--- config.mk ---
export PLATFORM = sky130hd
export DESIGN_NAME = cu_mod1_in
export DESIGN_NICKNAME = d
export VERILOG_FILES = /design/src/rtl/fft_pkg.sv /design/src/rtl/pingpong_flags.sv /design/src/rtl/cu_mod1_in.sv
export SDC_FILE = /design/constraint.sdc
export NUM_CORES = 1
export LEC_CHECK = 0
export CORE_UTILIZATION = 40
export CTS_BUF_LIST = sky130_fd_sc_hd__clkbuf_2
export CTS_CLUSTER_DIAMETER = 60
export DETAILED_ROUTE_END_ITERATION = 8
export HOLD_SLACK_MARGIN = 0.08
export MAX_ROUTING_LAYER = met4
export PLACE_DENSITY = 0.65
export RECOVER_POWER = 100
export SKIP_CTS_REPAIR_TIMING = 1
export SLEW_MARGIN = 20
export SYNTH_ARGS = -nofsm -noshare
export SYNTH_HDL_FRONTEND = slang
export SYNTH_SLANG_ARGS = --single-unit
--- constraint.sdc ---
create_clock -name clk -period 2.9 [get_ports clk]
set_clock_uncertainty 0.1 [all_clocks]
set_input_delay 0.725 -clock clk [delete_from_list [all_inputs] [get_ports clk]]
set_output_delay 0.725 -clock clk [all_outputs]
set_load 0.02 [all_outputs]
--- src/rtl/fft_pkg.sv ---
// fft_pkg: frame geometry and read-state type shared by the FFT module-1 input control
package fft_pkg;
  localparam int FRAME_LEN = 32;
  localparam int ADDR_W = $clog2(FRAME_LEN);
  typedef enum logic {IDLE, READ} mod1_rd_state_e;
endpackage

--- src/rtl/pingpong_flags.sv ---
// pingpong_flags: full flags of the two input-buffer banks, set by the writer, cleared by the reader
module pingpong_flags
  import fft_pkg::*;
(
  input  logic       clk,
  input  logic       rstn,
  input  logic       set_en,
  input  logic       set_bank,
  input  logic       clr_en,
  input  logic       clr_bank,
  output logic [1:0] full
);
  logic [1:0] set_vec;
  logic [1:0] clr_vec;
  assign set_vec = set_en ? (set_bank ? 2'b10 : 2'b01) : 2'b00;
  assign clr_vec = clr_en ? (clr_bank ? 2'b10 : 2'b01) : 2'b00;
  // a completed write and a finished read touch different banks, so both updates apply independently
  always_ff @(posedge clk or negedge rstn)
    if (!rstn) full <= 2'b00;
    else full <= (full & ~clr_vec) | set_vec;
  a_no_set_clr_same_bank: assert property (@(posedge clk) disable iff (!rstn)
    !(set_en && clr_en && set_bank == clr_bank));
  a_no_set_full_bank: assert property (@(posedge clk) disable iff (!rstn)
    !(set_en && full[set_bank]));
endmodule

--- src/rtl/cu_mod1_in.sv ---
// cu_mod1_in: writes CBFP0 beats into a ping-pong buffer and replays full frames in stride-paired order
module cu_mod1_in
  import fft_pkg::*;
(
  input  logic              clk,
  input  logic              rstn,
  input  logic              valid_mod1,
  output logic              wr_en,
  output logic              wr_bank,
  output logic [ADDR_W-1:0] wr_addr,
  output logic              rd_en,
  output logic              rd_bank,
  output logic [ADDR_W-1:0] rd_addr,
  output logic              rd_valid,
  output logic              alert_mod1,
  output logic              busy,
  output logic              ovf_err
);
  localparam logic [ADDR_W-1:0] LAST = ADDR_W'(FRAME_LEN - 1);
  logic [1:0] full;
  logic [ADDR_W-1:0] wr_cnt;
  logic [ADDR_W-1:0] rd_cnt;
  logic set_en;
  logic rd_last;
  mod1_rd_state_e state;
  assign wr_en = rstn & valid_mod1 & ~full[wr_bank];
  assign wr_addr = wr_cnt;
  assign set_en = wr_en & (wr_cnt == LAST);
  assign rd_en = state == READ;
  assign rd_last = rd_en & (rd_cnt == LAST);
  assign rd_addr = {rd_cnt[0], rd_cnt[ADDR_W-1:1]};
  assign alert_mod1 = rd_en & (rd_cnt == '0);
  assign busy = rd_en | (|full);
  pingpong_flags u_flags (
    .clk      (clk),
    .rstn     (rstn),
    .set_en   (set_en),
    .set_bank (wr_bank),
    .clr_en   (rd_last),
    .clr_bank (rd_bank),
    .full     (full)
  );
  // write counter and bank select; a beat aimed at a full bank is dropped and latched as overflow
  always_ff @(posedge clk or negedge rstn)
    if (!rstn) begin
      wr_cnt  <= '0;
      wr_bank <= 1'b0;
      ovf_err <= 1'b0;
    end else begin
      wr_cnt  <= wr_en ? wr_cnt + 1'b1 : wr_cnt;
      wr_bank <= wr_bank ^ set_en;
      ovf_err <= ovf_err | (valid_mod1 & full[wr_bank]);
    end
  // read FSM: replay a full bank, chaining straight into the other bank when it is already full
  always_ff @(posedge clk or negedge rstn)
    if (!rstn) begin
      state    <= IDLE;
      rd_cnt   <= '0;
      rd_bank  <= 1'b0;
      rd_valid <= 1'b0;
    end else begin
      state    <= rd_en ? ((rd_last & ~full[~rd_bank]) ? IDLE : READ) : (full[rd_bank] ? READ : IDLE);
      rd_cnt   <= rd_en ? rd_cnt + 1'b1 : '0;
      rd_bank  <= rd_bank ^ rd_last;
      rd_valid <= rd_en;
    end
endmodule

==> reports/results.txt <==
async set or reset register ratio after synthesis = 100.0%
CTS tree = yes
via count of the first global-routing pass = 496
class of the tightest hold or removal check = reg2reg
share of final-layout standard cells stronger than drive strength 1 = 7.368%
clock-pin slew on the worst setup and hold paths = 0.16 ns
filler-free cell count of the finished design = 122
Die Outline Area = 0.002286 mm2
top cells by area in the synthesized netlist = dfrtp_1, ha_1, mux2_4, and2_1, xor2_1
number of enable-type register cells in the synthesized netlist = 0
number of maximum-capacitance violations = 0
Initial Util = 42.79%
arrival time reported for the critical path endpoint = 1.85 ns
drt via density = 4.467
number of levels in the clock H-tree = 1
number of setup violations in the final report = 0
number of DRC violations after detailed-routing iteration 0 = 6
maximum number of pins on one net before global-route repair = 18
maximum buffer depth of the clock tree = 2
Core Region = 0.001962 mm2
kind of launch point of the worst setup path = flop
half-perimeter wire length after placement = 1029 um
first-pass GRT wire length = 2290 um
Cell Area, Placed = 0.001096 mm2
global-route usage over all layers = 15.38%
Tmin final = 2.679 ns
clock sink count = 17
fraction of post-synthesis cell area in the top cell type by area = 50.67%
dpl cells = 118
power per cell area = 784.3 mW/mm2
IO Port Bufs = 20
site row count = 16
Routed Wire Length = 1381 um
leftover overflow at the end of global routing = 0
synthesized netlist net count = 80
# diodes = 0
slew at the pin closest to its max-slew limit = 0.9002 ns
DRC violations left = 0
list of most frequent post-synthesis cells = dfrtp_1, ha_1, inv_1
status = completed
Root Buffer Master = clkbuf_2
average detailed-routed wire length per instance = 11.32 um
design area = 0.001082 mm2
last weighted congestion value of the routability-driven placer = 0.6801
setup repair after global routing missed its margin = false
VDD IR max = 0.5075 mV
number of detailed-routing iterations run before antenna repair = 2
utilization after layout = 55.17%
Final Max Tran Viols = 0
tightest hold margin = 0.3889 ns
sequential-to-total area share from yosys stat = 50.67%
post-synthesis cell area = 839.6 um2
Synth cell types = 20
number of buffers added by the clock tree synthesis step = 3
IO Count = 21
antenna violations before repair = 0
number of synthesized register bits = 17
critical path capture point type = primary output
per-instance average area after synthesis = 12.35 um2
synth warn = 0
final antenna-violating net count = 0
leak pwr = 0.5881 nW
final hold violation count = 0
Slew HR = 39.99%
Primary FF master, synth = dfrtp_1
maximum fanout along the worst path = 11
vertical die dimension = 47.82 um
type of the worst setup path = reg2out
Final #Nets = 108
period utilization = 92.36%
most common cell in the synthesized netlist = dfrtp_1
maximum clock frequency = 373.3 MHz
layout overhead on the synthesized area = 28.91%
post-synthesis cell count = 68
CP Data Required Time = 2.08 ns
cell type with the highest aggregate area in the netlist = dfrtp_1
clk_lat worst skew = 0.29 ns
number of vias after detailed routing = 545
die outline width = 47.82 um
flip-flops by register name (all words and copies together) (netlist names):
signal and flops:
wr_addr 5, rd_cnt 5, rd_en 1, wr_bank 1
rd_valid 1, u_flags.full 2, ovf_err 1, rd_bank 1
worst paths after layout:
check                           startpoint               to  slack (ns)  cells after the start
hold reg to reg                    ovf_err          ovf_err        0.39                      1
setup / recovery                     rd_en             busy        0.22                      2
hold / removal                     ovf_err          ovf_err        0.39                      1
setup reg to reg           u_flags.full[1]          wr_bank        1.02                      6
max in group asynchronous             rstn  u_flags.full[0]        1.15                      2
min in group asynchronous             rstn       wr_addr[2]        1.00                      2
report_power, final:
part           leakage, nW  internal (W)  switching, W
combinational        0.351      0.000172      0.000199
clock               0.0164     0.0000312     0.0000715
sequential           0.221      0.000304     0.0000708
total                0.588      0.000507      0.000341
critical path: stages, from the launching register on:
cell and delay [ns]:
dfrtp_1 0.50, or3_1 0.41, dlygate4sd3_1 0.66
area by class of cell:
class / count / area, um2
flip-flops and latches: 17 / 425.4
multi-input cells: 42 / 364.1
clock buffers: 3 / 15.01
inverters: 9 / 33.78
clock inverters: 1 / 5.005
fillers: 199 / 879.6
repair buffers: 23 / 205.2
well taps: 27 / 33.78
routing by layer:
layer | routed length (um) | GRT usage [%]
met5 | 0 | -
met3 | 62 | 3.396
met1 | 682 | 20.84
met4 | 16 | 8.333
met2 | 619 | 21.08
cells in the final DEF (no fill, tap or decap):
master,count
nor2b_1,2
xnor2_1,1
a21o_1,2
dfrtp_1,17
and3_1,2
a211oi_1,1
dlygate4sd3_1,18
nor2_8,1
mux2_1,3
mux2i_1,1
nor3_1,1
or3_1,1
inv_1,9
and2_1,1
xor2_1,4
a21oi_1,1
nor4_1,1
clkbuf_2,3
ha_1,9
and2_0,5
nand3_1,2
clkinv_2,1
nand2_1,2
a21o_2,1
clkdlybuf4s50_1,1
clkbuf_1,4
nor3_2,1
logic make-up (layout without fill, tap and decap cells):
group	Yosys count	in the layout	synth area share, %
AND/OR/NAND/NOR	19	19	15.80
flip-flops	17	17	50.67
adder cells (fa/ha/maj)	9	9	13.41
buffers and inverters	9	36	4.024
AO/OA/AOI/OAI	5	5	4.321
XOR/XNOR	5	5	5.216
multiplexers	4	4	6.557
metrics by stage:
step | setup WS [ns] | total power [W] | setup TNS [ns]
floorplan | 0.7239 | 0.0006179 | 0
global placement | 0.0007316 | 0.0008123 | 0
detailed placement | -0.001723 | 0.0008189 | -0.001723
CTS | -0.007412 | 0.0009288 | -0.007412
global route | 0.08726 | 0.0009176 | 0
finish | 0.2215 | 0.0008488 | 0
Note: power is estimated with default switching activity, not from simulation.
